**src/rtl/mcs51_pkg.sv**
```systemverilog
// Shared definitions for the 8051 external-bus slave: FSM encoding and bus defaults.
package mcs51_pkg;

    typedef enum logic [1:0] {
        StIdle   = 2'd0,
        StWrWait = 2'd1,
        StRdAct  = 2'd2
    } mcs51_state_e;

    localparam logic [15:0] DefaultBaseAddr = 16'hF000;
    localparam logic [7:0]  DefaultMissData = 8'h88;
    localparam int unsigned SyncDepth       = 2;

endpackage

```
**src/rtl/mcs51_edge_sync.sv**
```systemverilog
// Synchroniser for one asynchronous bus strobe, with fall/rise pulses on the synced level.
module mcs51_edge_sync
    import mcs51_pkg::*;
#(
    parameter logic ResetVal = 1'b0
) (
    input  logic clk_i,
    input  logic reset_i,
    input  logic d_i,
    output logic sync_o,
    output logic fall_o,
    output logic rise_o
);

    logic [SyncDepth-1:0] sync_q;
    logic                 prev_q;

    always_ff @(posedge clk_i) begin
        if (reset_i) begin
            sync_q <= {SyncDepth{ResetVal}};
            prev_q <= ResetVal;
        end else begin
            sync_q <= {sync_q[SyncDepth-2:0], d_i};
            prev_q <= sync_q[SyncDepth-1];
        end
    end

    assign sync_o = sync_q[SyncDepth-1];
    assign fall_o = prev_q & ~sync_o;
    assign rise_o = ~prev_q & sync_o;

endmodule

```
**src/rtl/mcs51_bus_regs.sv**
```systemverilog
// 8051 MOVX slave register file: ALE-latched decode, delayed write commit, read-back onto P0.
module mcs51_bus_regs
    import mcs51_pkg::*;
#(
    parameter logic [15:0]         BASE_ADDR = DefaultBaseAddr,
    parameter int unsigned         N_REGS    = 8,
    parameter logic [N_REGS-1:0]   RO_MASK   = '0,
    parameter logic [8*N_REGS-1:0] RESET_VAL = '0,
    parameter int unsigned         WR_DLY    = 2,
    parameter logic [7:0]          MISS_DATA = DefaultMissData
) (
    input  logic                  clk,
    input  logic                  reset,
    input  logic                  mcu_ale,
    input  logic                  mcu_wr_n,
    input  logic                  mcu_rd_n,
    input  logic [7:0]            mcu_p2,
    input  logic [7:0]            mcu_p0_i,
    output logic [7:0]            mcu_p0_o,
    output logic                  mcu_p0_oe,
    output logic [8*N_REGS-1:0]   reg_q,
    output logic [N_REGS-1:0]     reg_wstb,
    input  logic [8*N_REGS-1:0]   stat_in,
    output logic [7:0]            err_cnt
);

    localparam int unsigned IdxW = $clog2(N_REGS);

    logic ale_sync, ale_fall, ale_rise;
    logic wr_sync, wr_fall, wr_rise;
    logic rd_sync, rd_fall, rd_rise;

    mcs51_edge_sync #(.ResetVal(1'b0)) u_sync_ale (
        .clk_i(clk), .reset_i(reset), .d_i(mcu_ale),
        .sync_o(ale_sync), .fall_o(ale_fall), .rise_o(ale_rise)
    );
    mcs51_edge_sync #(.ResetVal(1'b1)) u_sync_wr (
        .clk_i(clk), .reset_i(reset), .d_i(mcu_wr_n),
        .sync_o(wr_sync), .fall_o(wr_fall), .rise_o(wr_rise)
    );
    mcs51_edge_sync #(.ResetVal(1'b1)) u_sync_rd (
        .clk_i(clk), .reset_i(reset), .d_i(mcu_rd_n),
        .sync_o(rd_sync), .fall_o(rd_fall), .rise_o(rd_rise)
    );

    // Only levels and fall pulses drive the FSM.
    logic unused_edges;
    assign unused_edges = ale_fall ^ ale_rise ^ wr_rise ^ rd_rise;

    logic [7:0]        p0_s1_q, p0_sync_q;
    logic [15:0]       addr_q;
    logic [7:0]        regs_q [N_REGS];
    logic [7:0]        regs_d [N_REGS];
    logic [N_REGS-1:0] wstb_q, wstb_d;
    logic [7:0]        rdata_q, rdata_d;
    logic [7:0]        err_q, err_d;
    logic              rd_act_q, rd_act_d;
    logic [2:0]        dly_q, dly_d;
    logic              done_q, done_d;
    mcs51_state_e      state_q, state_d;

    logic            hit;
    logic [IdxW-1:0] idx;
    logic [7:0]      rd_val;
    logic            err_inc;

    assign hit = addr_q[15:IdxW] == BASE_ADDR[15:IdxW];
    assign idx = addr_q[IdxW-1:0];

    always_comb begin
        rd_val = MISS_DATA;
        if (hit) begin
            rd_val = RO_MASK[idx] ? stat_in[8*idx +: 8] : regs_q[idx];
        end
    end

    always_comb begin
        state_d  = state_q;
        regs_d   = regs_q;
        wstb_d   = '0;
        rdata_d  = rdata_q;
        rd_act_d = rd_act_q;
        dly_d    = dly_q;
        done_d   = done_q;
        err_inc  = 1'b0;
        unique case (state_q)
            StIdle: begin
                if (wr_fall) begin
                    dly_d   = 3'(WR_DLY);
                    done_d  = 1'b0;
                    state_d = StWrWait;
                    err_inc = rd_fall;
                end else if (rd_fall) begin
                    rdata_d  = rd_val;
                    rd_act_d = 1'b1;
                    state_d  = StRdAct;
                end
            end
            StWrWait: begin
                err_inc = rd_fall | wr_fall;
                if (wr_sync) begin
                    // WR# released before the data sample point: abort.
                    if (!done_q) err_inc = 1'b1;
                    state_d = StIdle;
                end else if (dly_q != 3'd0) begin
                    dly_d = dly_q - 3'd1;
                end else if (!done_q) begin
                    done_d = 1'b1;
                    if (hit) begin
                        wstb_d[idx] = 1'b1;
                        if (!RO_MASK[idx]) regs_d[idx] = p0_sync_q;
                    end
                end
            end
            StRdAct: begin
                err_inc = rd_fall | wr_fall;
                if (rd_sync) begin
                    rd_act_d = 1'b0;
                    state_d  = StIdle;
                end
            end
            default: state_d = StIdle;
        endcase
        err_d = (err_inc && err_q != 8'hFF) ? err_q + 8'd1 : err_q;
    end

    always_ff @(posedge clk) begin
        if (reset) begin
            p0_s1_q   <= '0;
            p0_sync_q <= '0;
            addr_q    <= '0;
            for (int i = 0; i < N_REGS; i++) regs_q[i] <= RESET_VAL[8*i +: 8];
            wstb_q    <= '0;
            rdata_q   <= '0;
            err_q     <= '0;
            rd_act_q  <= 1'b0;
            dly_q     <= '0;
            done_q    <= 1'b0;
            state_q   <= StIdle;
        end else begin
            p0_s1_q   <= mcu_p0_i;
            p0_sync_q <= p0_s1_q;
            if (ale_sync) addr_q <= {mcu_p2, p0_sync_q};
            regs_q    <= regs_d;
            wstb_q    <= wstb_d;
            rdata_q   <= rdata_d;
            err_q     <= err_d;
            rd_act_q  <= rd_act_d;
            dly_q     <= dly_d;
            done_q    <= done_d;
            state_q   <= state_d;
        end
    end

    for (genvar g = 0; g < N_REGS; g++) begin : g_flat
        assign reg_q[8*g +: 8] = regs_q[g];
    end

    // Raw RD# so the bus is released the instant the MCU ends the read.
    assign mcu_p0_oe = rd_act_q & ~mcu_rd_n;
    assign mcu_p0_o  = rdata_q;
    assign reg_wstb  = wstb_q;
    assign err_cnt   = err_q;

endmodule

```
**config.mk**
```make
export PLATFORM = sky130hd
export DESIGN_NAME = mcs51_bus_regs
export DESIGN_NICKNAME = d
export VERILOG_FILES = /design/src/rtl/mcs51_pkg.sv /design/src/rtl/mcs51_edge_sync.sv /design/src/rtl/mcs51_bus_regs.sv
export SDC_FILE = /design/constraint.sdc
export NUM_CORES = 1
export LEC_CHECK = 0
export CELL_PAD_IN_SITES_DETAIL_PLACEMENT = 0
export CELL_PAD_IN_SITES_GLOBAL_PLACEMENT = 1
export CORE_AREA = 10 10 136 138
export CTS_BUF_LIST = sky130_fd_sc_hd__clkbuf_4 sky130_fd_sc_hd__clkbuf_8
export CTS_CLUSTER_DIAMETER = 200
export DETAILED_ROUTE_END_ITERATION = 16
export DIE_AREA = 0 0 146 148
export PLACE_DENSITY_LB_ADDON = 0.1
export SETUP_SLACK_MARGIN = 0.5
export SYNTH_ARGS = -nofsm -noshare
export SYNTH_HDL_FRONTEND = slang
export SYNTH_SLANG_ARGS = --single-unit
export TNS_END_PERCENT = 20
```
**constraint.sdc**
```tcl
create_clock -name clk -period 3 [get_ports clk]
set_clock_uncertainty 0.05 [all_clocks]
set_input_delay 0.75 -clock clk [delete_from_list [all_inputs] [get_ports clk]]
set_output_delay 0.75 -clock clk [all_outputs]
set_load 0.05 [all_outputs]
```
### Yosys cells after proc, flatten, opt, wreduce, memory -nomap -nowiden

Memory sizes are Yosys's and may differ from the RTL's. A register that Yosys moved wholly into a read port is not among the register bits.
Index checks and enable logic that the tools add are counted.

| storage, ports and cells | value |
|---|---|
| logic and storage cells | 106 |
| output and inout port bits | 89 |
| ROM bits | 8 |
| register bits | 135 |
| bits of input ports | 85 |
| memories | 1 |

Memories:

| name | words | width | read ports | clocked after Yosys merged registers in | wr ports | line | text |
|---|---|---|---|---|---|---|---|
| (no name shown) | 8 | 1 | 1 | 1 | 0 | mcs51_bus_regs.sv:111 | `if (!RO_MASK[idx]) regs_d[idx] = p0_sync_q;` |

| operators by class | value |
|---|---|
| shifts and indexed selects | 1 |
| add/sub/neg operators | 2 |
| order comparisons | 4 |
| bitwise operators | 14 |
| muxes and demuxes | 34 |
| reductions and logical operators | 14 |
| eq/ne operators | 13 |

Operator list:

| operator | number |
|---|---|
| $bwmux W64 | 1 |
| $shiftx A64 B7 Y8 | 1 |
| $mux W8 | 5 |
| $bmux W8 S3 | 1 |
| $demux W8 S3 | 1 |
| $mux W3 | 5 |
| $eq A13 B13 Y1 const B | 1 |
| $ne A2 B2 Y1 const B | 6 |
| $reduce_and A4 Y1 | 3 |
| $mux W1 | 11 |
| $not A1 Y1 | 9 |
| $add A8 B1 Y8 const B | 1 |
| $mux W2 | 4 |
| $ne A8 B8 Y1 const B | 1 |
| $pmux W2 S3 | 1 |
| $pmux W3 S2 | 1 |
| $reduce_and A3 Y1 | 2 |
| $reduce_and A6 Y1 | 1 |
| $reduce_or A6 Y1 | 1 |
| $ge A4 B4 Y1 const B | 1 |
| $lt A3 B4 Y1 const B | 1 |
| $lt A4 B1 Y1 const B | 1 |
| $ne A2 B1 Y1 const B | 2 |
| $not A3 Y4 | 1 |
| 14 further kinds | 20 |

### Depth between registers and ports, before layout

Gate-level depths: netlist of the first run.

| depth | value |
|---|---|
| depth after elaboration | 7 |
| gate-level depth with buffers | 8 |

### Modules after synthesis

Synthesis of the first run repeated with hierarchy kept, for this count alone.

| second synthesis, totals | value |
|---|---|
| cell total of the unflattened synthesis | 615 |
| area, all modules | 5641.7 um^2 |

Modules (own cells, without submodules):

| module | instances | cells each | area an instance (um^2) |
|---|---|---|---|
| mcs51_bus_regs | 1 | 591 | 5365.1 |
| mcs51_edge_sync at u_sync_rd ... | 2 | 8 | 92.6 |
| mcs51_edge_sync at u_sync_ale | 1 | 8 | 91.3 |

### Worst setup path before layout of the first run

No wires, ideal clock.

| timing path | value |
|---|---|
| path type | input to output |
| from | input mcu_rd_n |
| to | output mcu_p0_oe |
| data required time | 2200 ps |
| buffers on the path | 0 |
| slack | 761 ps |
| stages on the path | 1 |
| data arrival time | 1439 ps |
| cell sequence | nor2b_1 |

| on the way | value |
|---|---|
| cells in the longest elaborated chain, start to end | 2 |

Ends and longest elaborated chain:

| element | line | text |
|---|---|---|
| start: declaration | mcs51_bus_regs.sv:16 | `input logic mcu_rd_n,` |
| $not A1 Y1 | mcs51_bus_regs.sv:160 | `assign mcu_p0_oe = rd_act_q & ~mcu_rd_n;` |
| $and A1 B1 Y1 | mcs51_bus_regs.sv:160 |  |
| end: declaration | mcs51_bus_regs.sv:20 | `output logic mcu_p0_oe,` |

Every way passes these cells.

### Worst setup path after layout of the first run

| timing path | value |
|---|---|
| from | register regs_q (netlist bit reg_q[6]) |
| to | output reg_q[6] |

RTL lines:

| element | line | text |
|---|---|---|
| start: declaration | mcs51_bus_regs.sv:52 | `logic [7:0] regs_q [N_REGS];` |
| start signal: assignment | mcs51_bus_regs.sv:144 | `regs_q <= regs_d;` |
| end: declaration | mcs51_bus_regs.sv:21 | `output logic [8*N_REGS-1:0] reg_q,` |

No word-level cell between the ends.

==> summary by stage, run 1 <==
Outcome
The flow ran to the end, and the final reports show no timing, DRC or antenna violations.

Job
The count of maximum capacitance violations is 0.

Detailed routing
Using the TritonRoute via totals, the vias-per-cell ratio works out to 4.90. After detailed routing, the total wire length is 15900 um. The first routing iteration left ~190 violations. The detail route stage leaves a number of antenna-violating nets equal to 0. The total via count after detailed routing is approximately 4300. The first detailed-routing pass ran for 5 iterations. The detail-routed net length per standard cell is 18.0 um. In the routed design, unresolved DRC markers number 0.

STA
Derived from the worst setup path, the maximum achievable clock frequency is about 400 MHz. The final hold violation count is 0. The number of pins exceeding their max-slew limit in the final report is 0. The period utilization is 0.825. The smallest clock period supported by the final layout is computed as ~2.5 ns. The number of endpoints failing setup at the final stage is 0.

The headroom to the max-slew limit is 0.298. In the final timing run, aggregate negative setup slack is 0 ns. Setup repair after global routing could not meet its margin everywhere.

The transition at the pin with the smallest max-transition slack is 1.05 ns.

Power and ir drop
Summed over all cells, the static leakage comes to 2.91 nW. The power per cell area is between 400 and 500 nW/um2. The worst-case IR drop observed on VDD is 0.266 mV.

Finish
Excluding fillers, the count of instances in the completed layout stands at 882. From synthesis to final layout, the design area changed by 31.8%. The fraction of final layout cells with drive strength greater than 1 is 0.125. The number of antenna repair diodes is 0. The area occupied by multi-input gates is 2660 um2. Fill cells in the final layout number 1498. The final instance area is 7330 um2. Summing all flip-flop and latch instances after layout gives 2700 um2. The number of nets at the end of the flow is 741.

Clock tree
The TritonCTS clock tree is done. The clock network latency to the later pin of the worst-skew pair is 0.44 ns. The number of clock buffers added by TritonCTS is 17. After clock tree synthesis, the flow added hold-fix buffers numbering 0. The number of gates resized after CTS was 3. Counting every sink on the clock net gives 135. The tree is rooted in a clkbuf_8. The post-CTS setup repair buffer count is 0. The clock-pin slew reported for the worst setup and hold paths after clock tree synthesis is roughly 0.08 ns. The number of H-tree levels is 4. The clock tree buffer depth is 2.

Global routing
The first-pass GRT wire length is 25000 um. The largest net degree at the start of global routing is 97. The remaining global-route overflow is 0. The number of antenna violations at the first check in global routing is 0.

The global routing usage summed across all routing layers is 0.147. The number of global-route vias before repair was 4303.

Yosys
The mapped netlist covers approximately 5600 um2. The synthesized netlist contains 54 unique library cells. The yosys synthesis warning count is 0.

Counting flops with an async set or reset pin after synthesis yields a share of 0. dfxtp_1 takes more of the synthesized area than any other cell. Synthesis handed over a netlist of roughly 550 instances.

The share of synthesized area in the top cell type comes to 0.486. The number of enable flip-flop cells after synthesis is 0. Each instance of the synthesized netlist takes up on average 10.1 um2. Among all flip-flop cells after synthesis, the most frequent one is dfxtp_1. For this run, the register share of the synthesized area comes to 0.486. By area the synthesized netlist is led by dfxtp_1, mux2i_1, nor2_1. When the netlist entered floorplanning its net count stood at between 600 and 700.

The count of state elements after synthesis is 135.

Setup path
The slowest cell on the critical path is clkdlybuf4s50_1. The number of buffers and inverters on the critical path is 1. The worst setup path is launched from a flop.

The arrival time at the worst endpoint is 1.67 ns. On the critical path the largest part of the delay comes from buffers and inverters. The largest fanout on the critical path is 3. The signal on the critical path passes through clkdlybuf4s50_1. The critical path start-end classification is reg2out. The worst setup path is captured at an output port. The largest stage delay on the critical path is 0.83 ns. In this run the number of cells on the critical path is 1.

The worst path required time is 2.20 ns. Measured in cells, the most critical reg-to-reg path has a length of 3.

Placed design
At the end of routability-driven placement, the weighted congestion stood at 0.804. The placed instances occupy a cell area of 6880 um2. Buffers placed on the I/O ports in this run total between 100 and 150.

The HPWL after detailed placement is 11100 um. After detailed placement, the design holds a cell count of 850.

Die
The initial utilization of the core area, before any placement, comes to 0.354. The core region is 15700 um2. 174 I/O pins were placed.

From left edge to right edge, the die measures 146 um. The height of the chip is 148 um. The floorplan die area is 21600 um2. The number of placement rows is 46.

Hold path
The worst hold path class is reg2reg. Along the worst hold path, the cell count comes to 1.
==> routing by layer <==
metal	global-route usage	up-vias	wire length [um]
met3	0.0482	12	896
met4	0.0395	0	178
met1	0.183	2068	7440
li1	-	2132	-
met5	0	-	0
met2	0.238	108	7370
==> logic make-up after synthesis <==
| group | synth area share |
|---|---|
| flops | 0.486 |
| fa+ha+maj | 0.00675 |
| xor+xnor | 0.00158 |
| simple gates | 0.200 |
| buf+inv | 0.0362 |
| compound gates | 0.0646 |
| mux | 0.205 |
==> registers in the layout, indices dropped and copies added (netlist names) <==
signal,cells
u_sync_rd.prev_q,1
u_sync_ale.sync_q,2
err_cnt,8
p0_s1_q,8
state_q,2
reg_q,64
u_sync_wr.sync_q,2
u_sync_wr.prev_q,1
u_sync_rd.sync_q,2
done_q,1
reg_wstb,8
rd_act_q,1
mcu_p0_o,8
p0_sync_q,8
dly_q,3
addr_q,16
==> placed cells by master (no fill, tap or decap), types with 5 or more instances in the layout <==
cell	n
mux2_2	9
nor3_1	5
o22ai_1	5
mux2i_1	90
nand2b_1	8
nor2b_1	23
or2_2	6
inv_1	11
dlymetal6s2s_1	6
clkdlybuf4s50_1	98
dfxtp_1	134
nor4_4	5
mux4_2	6
nor2_1	110
buf_4	10
nand3_1	8
o21ai_0	9
a21oi_1	16
clkbuf_8	21
nand2_1	12
or4_1	6
==> layout make-up <==
cell class                 instances  share of cell area
multi-input combinational        368               0.362
sequential                       135               0.369
clock buffer                      22              0.0405
tap                              216              0.0369
timing repair buffer             120               0.166
inverter                          11             0.00563
clock inverter                    10              0.0195
==> per-stage QoR <==
step / worst slack, ns / util / hold slack, ns / power, mW
5_1_grt: 0.459 / 0.466 / 0.379 / 3.75
3_5_place_dp: 0.644 / 0.438 / 0.343 / 2.03
2_1_floorplan: 0.761 / - / 0.339 / 1.97
6_report: 0.525 / 0.466 / 0.367 / 3.61
4_1_cts: 0.473 / 0.465 / 0.370 / 3.67
3_3_place_gp: 0.663 / 0.438 / 0.350 / 2.03
==> path summary, 6_finish.rpt <==
check                                       from                        endpoint  slack [ns]
hold / removal    u_sync_rd.sync_q[0]$_SDFF_PP1_  u_sync_rd.sync_q[1]$_SDFF_PP1_        0.37
setup reg to reg          addr_q[2]$_SDFFE_PP0P_          reg_q[63]$_SDFFE_PP0P_        0.66
hold reg to reg   u_sync_rd.sync_q[0]$_SDFF_PP1_  u_sync_rd.sync_q[1]$_SDFF_PP1_        0.37
setup / recovery           reg_q[6]$_SDFFE_PP0P_                        reg_q[6]        0.53
==> report_power, final <==
group          total (mW)  internal [mW]  switching, mW
clock                1.63          0.923          0.705
combinational       0.136         0.0640         0.0719
sequential           1.85           1.82         0.0340
==> cell usage after synthesis (2+ instances only) <==
library cell / n
a211oi_1: 3
a21oi_1: 16
a221oi_1: 3
a22oi_1: 2
a31oi_1: 3
buf_2: 2
clkbuf_1: 34
dfxtp_1: 135
ha_1: 3
inv_1: 11
mux2_2: 9
mux2i_1: 90
mux4_2: 6
nand2_1: 12
nand2b_1: 8
nand3_1: 8
nand4_1: 4
nand4_2: 4
nor2_1: 110
nor2b_1: 23
nor3_1: 5
nor4_4: 5
o211ai_1: 3
o21ai_0: 9
o22ai_1: 5
o41ai_1: 2
or2_2: 6
or4_1: 6
No activity file was read; power rests on OpenSTA's default activity.
==> inputs of run 2 (changes only) <==
--- a/config.mk
+++ b/config.mk
@@ -7,11 +7,11 @@
 export LEC_CHECK = 0
 export CELL_PAD_IN_SITES_DETAIL_PLACEMENT = 0
 export CELL_PAD_IN_SITES_GLOBAL_PLACEMENT = 1
-export CORE_AREA = 10 10 136 138
+export CORE_AREA = 10 10 141 143
 export CTS_BUF_LIST = sky130_fd_sc_hd__clkbuf_4 sky130_fd_sc_hd__clkbuf_8
 export CTS_CLUSTER_DIAMETER = 200
 export DETAILED_ROUTE_END_ITERATION = 16
-export DIE_AREA = 0 0 146 148
+export DIE_AREA = 0 0 151 153
 export PLACE_DENSITY_LB_ADDON = 0.1
 export SETUP_SLACK_MARGIN = 0.5
 export SYNTH_ARGS = -nofsm -noshare
==> constraint.sdc (replaced) <==
create_clock -name clk -period 2.2 [get_ports clk]
set_clock_uncertainty 0.05 [all_clocks]
set_input_delay 0.55 -clock clk [delete_from_list [all_inputs] [get_ports clk]]
set_output_delay 0.55 -clock clk [all_outputs]
set_load 0.05 [all_outputs]
==> run 2 against run 1 <==
Compared with the run above:
- die area is 6.9% higher
- combinational power is 57% higher
- sequential power up 36%
- design area grew 0.99%
- clock power is 33% higher
- global-route usage decreased by 0.30 points
- clock-buffer cell count down 5
- hold slack worse by 0.0038 ns
- wire length grew 3.6%
- highest routed layer unchanged
==> summary by stage, run 2 (synthesis results as in run 1) <==
Detailed routing
The detail-routed net length per standard cell came to 17.9 um (-0.34%). The number of nets with antenna violations after routing was 0 (unchanged). The via density per instance is 4.73 (-3.5%). The DRC marker count from the first detailed-route iteration is 228 (+19%). The residual DRC count was 0 (unchanged).

The detailed-router iteration count before antenna repair came to 4 (-1). The post-detailed-routing wire length is 16500 um (+3.6%). The total via count after detailed routing came to 4333 (+0.30%).

Finish
The area occupied by multi-input gates came to 2720 um2 (+2.5%). The fraction of final layout cells with drive strength greater than 1 came to 0.299 (+0.175). The area taken by flip-flops and latches is 2720 um2 (+0.51%). The count of non-filler cells in the finished layout came to 917 (+4.0%). The number of nets at the end of the flow is 767 (+3.5%). The fill cell instance count of the final layout is 1695 (+13%). In the layout the commonest cells are dfxtp_1, nor2_1, buf_4. Compared with the post-synthesis result, the final layout area differs by 33.1%. The number of flip-flops in the largest register came to 64 (unchanged). The most common library cell in the layout ignoring fill and taps is dfxtp_1. The number of antenna repair diodes is 0 (unchanged).

Power and ir drop
The switching power share of the total came to 0.242 (+0.0178). The cell internal power dissipation is 3.70 mW (+32%). The highest ir drop seen on vdd is 0.377 mV (+41%). The power per cell area came to 660 nW/um2 (+34%). The switching power summed over all nets is 1.18 mW (+46%).

The proportion of power drawn by flip-flops and latches came to 0.515 (+0.003). The clock share of power is 0.441 (-0.009). The power share of the combinational group is 0.044 (+0.006). The leakage power figure is 3.12 nW (+7.1%).

Global routing
The number of global-route vias before repair is 4432 (+3.0%). The largest net degree at the start of global routing was 52 (-46%). The number of antenna violations at the first check in global routing is 0 (unchanged).

The first-pass GRT wire length is 25600 um (+2.3%). The global routing usage summed across all routing layers came to 0.144 (-0.00303). The remaining global-route overflow is 0 (unchanged).

STA
The final-layout setup total negative slack is 0 ns (unchanged). The time the final worst path needs with I/O delays and setup is roughly 2 ns. The number of endpoints failing setup at the final stage is 0 (unchanged).

Based on the critical path, the design can be clocked at up to 493 MHz. The number of pins exceeding their max-slew limit in the final report is 0 (unchanged). The period utilization is 0.922. The transition at the pin with the smallest max-transition slack is 0.537 ns (-0.516 ns). The headroom to the max-slew limit is 0.638 (+0.340).

The final hold violation count came to 0 (unchanged). Setup repair after global routing could not meet its margin everywhere.

Setup path
Among all stages on the critical path, the largest delay is contributed by or4_4. The largest stage delay on the critical path was 0.54 ns (-0.29 ns). The kind of end point of the critical path is a flop. The largest fanout on the critical path is 7 (+4).

The worst setup path is of the reg2reg kind. The arrival time at the worst endpoint is 2.35 ns (+0.68 ns). The worst path required time came to 2.53 ns (+0.33 ns). The worst setup path is launched from a flop.

The signal on the critical path passes through nand4b_4, or4_4, buf_4, nor4_4, buf_6, o211ai_1, a21oi_1.

Die
The core footprint is 17100 um2 (+8.6%). The initial standard-cell utilization of the core is 0.326 (-0.0279). The number of placement rows came to 48 (+4.3%). The number of placed I/O pins is 174 (unchanged). The height of the chip is 153 um (+3.4%). The die span in x is 151 um (+3.4%). The floorplan die area is 23100 um2 (+6.9%).

Clock tree
The number of buffers inserted during clock tree synthesis is 17 (unchanged). The clock tree buffer depth is 2 (unchanged). The number of sinks driven by the clock tree is 135 (unchanged). The root buffer cell is clkbuf_8. The total of hold buffers inserted after clock tree synthesis is 0 (unchanged).

The clock-pin slew reported for the worst setup and hold paths after clock tree synthesis was 0.08 ns (about the same). TritonCTS built the clock tree. The number of H-tree levels was 4 (unchanged). The clock network latency to the later pin of the worst-skew pair came to 0.44 ns (about the same).

Job
The count of maximum capacitance violations is 0 (unchanged).

Placed design
The number of cells after detailed placement is 874 (+2.8%). The HPWL after detailed placement was 11500 um (+3.8%). The global placer's final weighted congestion was 0.785 (-2.4%). The number of buffers added on ports was 109 (unchanged).

Outcome
The run finished with clean final reports.

Hold path
In this run the worst hold path is classified as reg2reg.
## run 2: cell count changes in the layout (fill, tap and decap cells not counted), sizes merged
| cell | before | now |
|---|---|---|
| clkinvlp | 4 | 5 |
| dlymetal6s2s | 6 | 0 |
| clkinv | 2 | 4 |
| inv | 12 | 14 |
| clkdlybuf4s15 | 0 | 1 |
| dlygate4sd2 | 3 | 7 |
| clkbuf | 22 | 17 |
| buf | 13 | 119 |
| clkdlybuf4s50 | 98 | 19 |
## run 2: final timing paths
check,startpoint,end,slack (ns),depth (start not counted)
worst max register to register,addr_q[11]$_SDFFE_PP0P_,mcu_p0_o[2]$_SDFFE_PP0P_,0.17,7
worst min register to register,u_sync_wr.sync_q[0]$_SDFF_PP1_,u_sync_wr.sync_q[1]$_SDFF_PP1_,0.36,1
worst min-delay path,u_sync_wr.sync_q[0]$_SDFF_PP1_,u_sync_wr.sync_q[1]$_SDFF_PP1_,0.36,1
worst max-delay path,addr_q[11]$_SDFFE_PP0P_,mcu_p0_o[2]$_SDFFE_PP0P_,0.17,7
## run 2: power groups by stage
stage | Clock [mW] | Combinational, mW | Sequential [mW]
after floorplan | 0 | 0.130 | 2.56
after global placement | 0 | 0.204 | 2.57
after detailed placement | 0 | 0.206 | 2.57
after CTS | 2.21 | 0.206 | 2.52
after global routing | 2.33 | 0.235 | 2.52
final | 2.16 | 0.213 | 2.52
## run 2: metal layers
layer	GRT usage	share of wire
met1	0.190	0.47
met2	0.217	0.46
met3	0.0502	0.065
met4	0.0358	0.0072
met5	0	0
## run 2: critical path: cells and delay by family (launching register included)
kind | cells | cell delay [ns]
compound gates | 2 | 0.38
buf+inv | 2 | 0.37
flops | 1 | 0.32
simple gates | 3 | 0.85
## run 2: repair_timing
item                                   in CTS  in global routing
gates resized for setup                   148                 24
setup endpoints to repair                 123                133
endpoints found under the hold margin       0                  0
pin swaps                                   0                 19
buffers inserted                            0                 10
cloned                                      0                  1
## run 2: area by class of cell
cell class                      count  area share
Timing Repair Buffer              146       0.165
Clock buffer                       17      0.0316
Clock inverter                     15      0.0240
Inverter                           11     0.00592
Sequential cell                   135       0.367
Multi-Input combinational cell    368       0.368
Tap cell                          225      0.0380
## run 2: through the flow
| stage | utilization | total power [mW] | cell area [um2] | setup WS [ns] | hold WS (ns) |
|---|---|---|---|---|---|
| after floorplan | - | 2.69 | 5580 | 0.153 | 0.339 |
| after global placement | 0.404 | 2.78 | 6890 | 0.214 | 0.345 |
| after detailed placement | 0.404 | 2.78 | 6890 | 0.185 | 0.347 |
| after CTS | 0.424 | 4.94 | 7240 | 0.177 | 0.366 |
| after global routing | 0.434 | 5.08 | 7400 | 0.0925 | 0.374 |
| final | 0.434 | 4.88 | 7400 | 0.171 | 0.363 |
